**src/rtl/control_seq.sv**
```systemverilog
// Multi-cycle control sequencer: FETCH/DECODE/EXEC/MEM/WB with a sticky TRAP state.
// Optional MISALIGN_TRAP_EN: misaligned taken branch/JAL targets trap instead of being truncated.
module control_seq #(
   parameter logic [31:0] RESET_PC = 32'h0000_0000
) (
   input  logic        clk,
   input  logic        rst_n,
   output logic        mem_req,
   output logic        mem_we,
   output logic [31:0] mem_addr,
   input  logic        mem_ack,
   input  logic [31:0] mem_rdata,
   output logic [31:0] ir,
   input  logic [4:0]  opcode,
   input  logic        invalid,
   input  logic [31:0] data_addr,
   input  logic [31:0] target,
   input  logic        branch_taken,
   output logic [31:0] pc,
   output logic        rf_we,
   output logic        retire,
   output logic        trap,
   output logic [2:0]  state
);

   typedef enum logic [2:0] {
      StFetch  = 3'd0,
      StDecode = 3'd1,
      StExec   = 3'd2,
      StMem    = 3'd3,
      StWb     = 3'd4,
      StTrap   = 3'd5
   } state_e;

   localparam logic [4:0] OpLoad   = 5'b00000;
   localparam logic [4:0] OpStore  = 5'b01000;
   localparam logic [4:0] OpBranch = 5'b11000;
   localparam logic [4:0] OpJal    = 5'b11011;

   state_e      state_q, state_d;
   logic [31:0] pc_q, pc_d;
   logic [31:0] ir_q, ir_d;

   logic        is_load, is_store, is_branch, is_jal;
   logic [31:0] pc_inc;
   logic [31:0] tgt_pc;
   logic        tgt_bad;

   assign is_load   = (opcode == OpLoad);
   assign is_store  = (opcode == OpStore);
   assign is_branch = (opcode == OpBranch);
   assign is_jal    = (opcode == OpJal);
   assign pc_inc    = pc_q + 32'd4;

`ifdef MISALIGN_TRAP_EN
   assign tgt_pc  = target;
   assign tgt_bad = |target[1:0];
`else
   assign tgt_pc  = target & 32'hFFFF_FFFC;
   assign tgt_bad = 1'b0;
`endif

   always_ff @(posedge clk or negedge rst_n) begin
      if (!rst_n) begin
         state_q <= StFetch;
         pc_q    <= RESET_PC;
         ir_q    <= 32'h0;
      end else begin
         state_q <= state_d;
         pc_q    <= pc_d;
         ir_q    <= ir_d;
      end
   end

   always_comb begin
      state_d = state_q;
      pc_d    = pc_q;
      ir_d    = ir_q;
      case (state_q)
         StFetch: begin
            if (mem_ack) begin
               ir_d    = mem_rdata;
               state_d = StDecode;
            end
         end
         StDecode: state_d = invalid ? StTrap : StExec;
         StExec: begin
            if (is_load || is_store) begin
               state_d = StMem;
            end else if (is_branch) begin
               if (branch_taken && tgt_bad) begin
                  state_d = StTrap;
               end else begin
                  pc_d    = branch_taken ? tgt_pc : pc_inc;
                  state_d = StFetch;
               end
            end else begin
               state_d = StWb;
            end
         end
         StMem: begin
            if (mem_ack) begin
               if (is_store) begin
                  pc_d    = pc_inc;
                  state_d = StFetch;
               end else begin
                  state_d = StWb;
               end
            end
         end
         StWb: begin
            if (is_jal && tgt_bad) begin
               state_d = StTrap;
            end else begin
               pc_d    = is_jal ? tgt_pc : pc_inc;
               state_d = StFetch;
            end
         end
         StTrap:  state_d = StTrap;
         default: state_d = StTrap;
      endcase
   end

   always_comb begin
      mem_req  = 1'b0;
      mem_we   = 1'b0;
      mem_addr = pc_q;
      rf_we    = 1'b0;
      retire   = 1'b0;
      case (state_q)
         StFetch: mem_req = 1'b1;
         StExec:  retire  = is_branch && !(branch_taken && tgt_bad);
         StMem: begin
            mem_req  = 1'b1;
            mem_we   = is_store;
            mem_addr = data_addr;
            retire   = mem_ack && is_store;
         end
         StWb: begin
            rf_we  = !(is_jal && tgt_bad);
            retire = !(is_jal && tgt_bad);
         end
         default: ;
      endcase
      // Reset must silence the bus and strobes immediately, not at the next edge.
      if (!rst_n) begin
         mem_req = 1'b0;
         rf_we   = 1'b0;
         retire  = 1'b0;
      end
   end

   assign pc    = pc_q;
   assign ir    = ir_q;
   assign trap  = (state_q == StTrap);
   assign state = state_q;

endmodule

```
**config.mk**
```make
export PLATFORM = sky130hd
export DESIGN_NAME = control_seq
export DESIGN_NICKNAME = d
export VERILOG_FILES = /design/src/rtl/control_seq.sv
export SDC_FILE = /design/constraint.sdc
export NUM_CORES = 1
export LEC_CHECK = 0
export ABC_AREA = 1
export BUFFER_PORTS_ARGS = -buffer_cell sky130_fd_sc_hd__buf_2
export CORE_ASPECT_RATIO = 1.5
export CORE_UTILIZATION = 49
export DETAILED_ROUTE_END_ITERATION = 8
export HOLD_SLACK_MARGIN = 0.08
export PLACE_DENSITY = 0.86
export SLEW_MARGIN = 20
export SYNTH_ARGS = -nofsm -noshare
export SYNTH_HDL_FRONTEND = slang
export SYNTH_SLANG_ARGS = --single-unit
```
**constraint.sdc**
```tcl
create_clock -name clk -period 4.15 [get_ports clk]
set_input_delay 0.2075 -clock clk [delete_from_list [all_inputs] [get_ports clk]]
set_output_delay 0.2075 -clock clk [all_outputs]
set_load 0.02 [all_outputs]
```
Yosys cells after proc, flatten, opt, wreduce, memory -nomap -nowiden
Index checks and enable logic that the tools add are counted.

cells by class
  eq/ne operators = 13
  muxes and demuxes = 22
  reductions and logical operators = 9
  div/mod/pow operators = 0
  add/sub/neg operators = 1
  shift operators = 0
  $lt $le $gt $ge = 0
  multipliers = 0
  bitwise gates (word level) = 0

operators with widths
  kind                     number
  $mux W32                 7
  $pmux W32 S3             1
  $add A32 B3 Y32 const B  1
  $mux W3                  6
  $pmux W3 S5              1
  $eq A5 B5 Y1 const B     2
  $ne A2 B2 Y1 const B     5
  $eq A3 B2 Y1 const B     2
  $eq A3 B3 Y1 const B     2
  $mux W1                  6
  $eq A5 B4 Y1 const B     1
  $logic_not A5 Y1         1
  $reduce_and A5 Y1        1
  $reduce_and A2 Y1        2
  $eq A3 B1 Y1 const B     1
  $logic_not A3 Y1         1
  $pmux W1 S3              1
  $reduce_bool A3 Y1       1
  $reduce_or A2 Y1         1
  $logic_and A1 B1 Y1      1
  $logic_or A1 B1 Y1       1

storage, ports and cells
  input port bits = 106
  register bits = 67
  memories = 0
  latch bits = 0
  word-level logic and storage cells = 48
  output and inout bits = 104
  bits in writable memories = 0
  memory bits (read-only) = 0

Logic depth before layout (Yosys ltp)
  depth in word-level cells = 5
  depth in mapped cells = 12
  gate-level depth less buffers = 12

Least setup slack after synthesis
Ideal clock, no wire load.

  path type = reg-to-output
  start point = reg state_q[0], in the netlist state[0]
  end point = out retire
  arrival = 1,657 ps
  data required time = 3,943 ps
  path buffers = 2
  cell stages (with the launch flop) = 9
  slack = 2,286 ps
  cells stage by stage = dfrtp_1 > inv_2 > nor3_4 > buf_6 > nand3_2 > nand2_4 > inv_4 > buf_6 > nor2_1

between the ends
  cells in the longest elaborated chain, start to end = 3
  elaborated cells between the ends (all ways) = 5
  those cells by class = eq/ne (3); mux (2)

ends and longest elaborated chain
  what                                          line  source
  from (decl)                                   40    state_e state_q, state_d;
  from (signal assigned)                        65    state_q <= StFetch;
  from (signal assigned)                        69    state_q <= state_d;
  $eq A3 B3 Y1 or $eq A3 B2 Y1 (tied branches)  130   case (state_q)
  $pmux W1 S3 *                                 130
  $mux W1 *                                     146   if (!rst_n) begin
  to (decl)                                     21    output logic retire,

Mark *: on every way between the ends. The rest lies on a longest branch, timed or not.

Worst setup path in the final report
Ends and elaborated chain as after synthesis.

==> flow_metrics.tcl <==
set metrics [dict create \
    tightestPinTransition_ps 829 \
    max-vdd-ir-drop_v 0.000529 \
    dp_slack_ps 1430 \
    grt.overflow.total 0 \
    cts_resized 0 \
    clockRootBuffer "clkbuf_16" \
    cp_top_family "buffers and inverters" \
    ys.flop_type "dfrtp_1" \
    wirelength_um 12000 \
    synth_edf_count 0 \
    core_area_mm2 0.00806 \
    use_met1_pct 31.4 \
    p_leak_nw 2.79 \
    hold_path_class "in2async" \
    tns_ps 0 \
    outcome "completed" \
    maxSlewHeadroom_pct 44.7 \
    setup_ws_ps 1350 \
    finish.utilization_pct 67.0 \
    drt-initial-drc-count 268 \
    synth_area_mm2 0.00408 \
    cts_made_buffers 9 \
    die_area_mm2 0.00870 \
    cp_max_fo 56 \
    ant_nets 0 \
    firstDrtPassIters 5 \
    path_cells "inv_2 > nor3_4 > buf_4 > nand3_2 > nand2_4 > inv_4 > nor2_1 > buf_2" \
    p_per_area_mw_per_mm2 822 \
    rsz0062_at_grt "no" \
    hold-worst-slack_ps 78.6 \
    ys_seq_area_share_pct 39.9 \
    initial_core_util_pct 50.6 \
    syn2layout_area_growth_pct 32.3 \
    drt_drc_violations_left 0 \
    synthArstFlopShare_pct 100 \
    grt_pass1_vias 4262 \
    fp.dieW_um 76.5 \
    drive_gt1_share_pct 37.6 \
    syn_inst 546 \
    top_usage_layer "met2" \
    io_buffers 205 \
    via_per_inst 5.20 \
    regArea_mm2 0.00163 \
    end_kind "primary output" \
    worstSetupPathType "reg2out" \
    finalMaxSlewViolations 0 \
    dpl.cell_count 837 \
    synth_seq_cells 65 \
    cap_violations 0 \
    path_clk_slew_ps 60 \
    cts_setup_buffers 0 \
    use_met3_pct 5.36 \
    critPathRequiredTime_ps 3940 \
    clkLatencyLatePin_ps 340 \
    multi_input_area_mm2 0.00210 \
    synth_area_leaders "dfrtp_1 (40%), nand2_1 (15%), mux2_2 (8.8%)" \
    power_mw 4.44 \
    gp_congestion 0.832 \
    layout_common_cells "buf_2 (205), nand2_1 (161), dfrtp_1 (65)" \
    cts_tree "yes" \
    synth_top_area_share_pct 39.9 \
    setup_viol 0 \
    hold_viol 0 \
    yosys_warnings 0 \
    grtUsageMet2_pct 50.8 \
    cpPeakStageDelay_ps 440 \
    antenna_cells 0 \
    path_buf_inv 4 \
    fmax_ghz 0.357 \
    layoutNonFillerInstCount 853 \
    arrival_ps 2590 \
    wl_per_cell_um 14.0 \
    clkSinkCount 65 \
    fp-row-count 40 \
    antenna_found_initial 0 \
    grt_usage_pct 28.3 \
    post-route-period-util_pct 67.5 \
    io_pins 210 \
    final_nets 850 \
    cts_hold_buf 0 \
    num_vias 4434 \
    fillerInstances 684 \
    hpwl_um 8610 \
    crit_path_start_kind "flip-flop" \
    min_period_ps 2800 \
    ctsLongestPathBuffers 2 \
    grt_max_degree 66 \
    synth.largest_area_cell "dfrtp_1" \
    avgSynthCellArea_um2 7.47 \
    grt_first_pass_wirelength_um 19300 \
    dpl-instance-area_mm2 0.00511 \
    final_common_cell "buf_2" \
    design_area_mm2 0.00540 \
    fp.dieH_um 114 \
    cp_slowest_cell "buf_4" \
    fin_skew_ps 4.85 \
    synth_cell_types 35 \
    htree_levels 3 \
]
power by group:
group,internal [mW],switching [mW]
sequential,0.950,0.318
clock,0.420,0.287
combinational,0.863,1.60
state kept, by name, indices dropped and copies added, names as in the netlist:
register,cells
ir,32
pc,30
state,3
worst reg2reg max path, delay by kind of cell (launching register included):
kind | cells | cell delay, ps
buf+inv | 5 | 1510
simple gates | 4 | 520
flops | 1 | 410
compound gates | 2 | 170
per-layer routing:
layer  up-vias  wire length (µm)  share of wire, %
met5         -                 0                 0
met3        30               693               5.8
met2       177              6320                53
met1      2060              4620                39
met4         0               325               2.7
li1       2167                 -                 -
synth_stat cells (3+ instances only):
master    instances
nand2_1         161
dfrtp_1          65
nor2_1           56
inv_1            48
o21ai_0          40
nand3_1          34
mux2_2           32
a21oi_1          23
a21oi_2           8
nand4_1           8
buf_2             7
buf_4             7
clkbuf_1          6
nor3_1            6
o21ai_1           6
a31oi_1           5
o211ai_1          5
buf_6             4
inv_2             3
nand3_2           3
nor2_2            3
xor2_1            3
logic make-up after synthesis:
logic type | Yosys count | share of synthesized area [%]
AOI/OAI and AO/OA | 90 | 12.5
xor gates and xnor gates | 4 | 0.859
adders and majority gates | 1 | 0.307
buffers and inverters | 76 | 8.65
DFF | 65 | 39.9
muxes | 32 | 8.84
other | 1 | 0.0920
and+or+nand+nor | 277 | 28.8
final timing paths:
check | slack, ps | cells after the start | endpoint | start
max | 1350 | 8 | retire | state[0]$_DFFE_PN0P_
min | 80 | 2 | ir[12]$_DFFE_PN0P_ | rst_n
max reg2reg | 1410 | 11 | pc[17]$_DFFE_PN0P_ | state[0]$_DFFE_PN0P_
min reg2reg | 500 | 1 | ir[31]$_DFFE_PN0P_ | ir[31]$_DFFE_PN0P_
max in group asynchronous | 3530 | 2 | pc[21]$_DFFE_PN0P_ | rst_n
min in group clk | 100 | 2 | state[1]$_DFFE_PN0P_ | invalid
layout make-up:
class / instances / area share [%]
inverters: 52 / 3.66
clock inverters: 6 / 0.811
repair buffers: 209 / 19.6
clock buffers: 10 / 4.43
well taps: 105 / 2.43
multi-input cells: 406 / 39.0
flip-flops and latches: 65 / 30.1
Note: power is estimated with default switching activity, not from simulation.
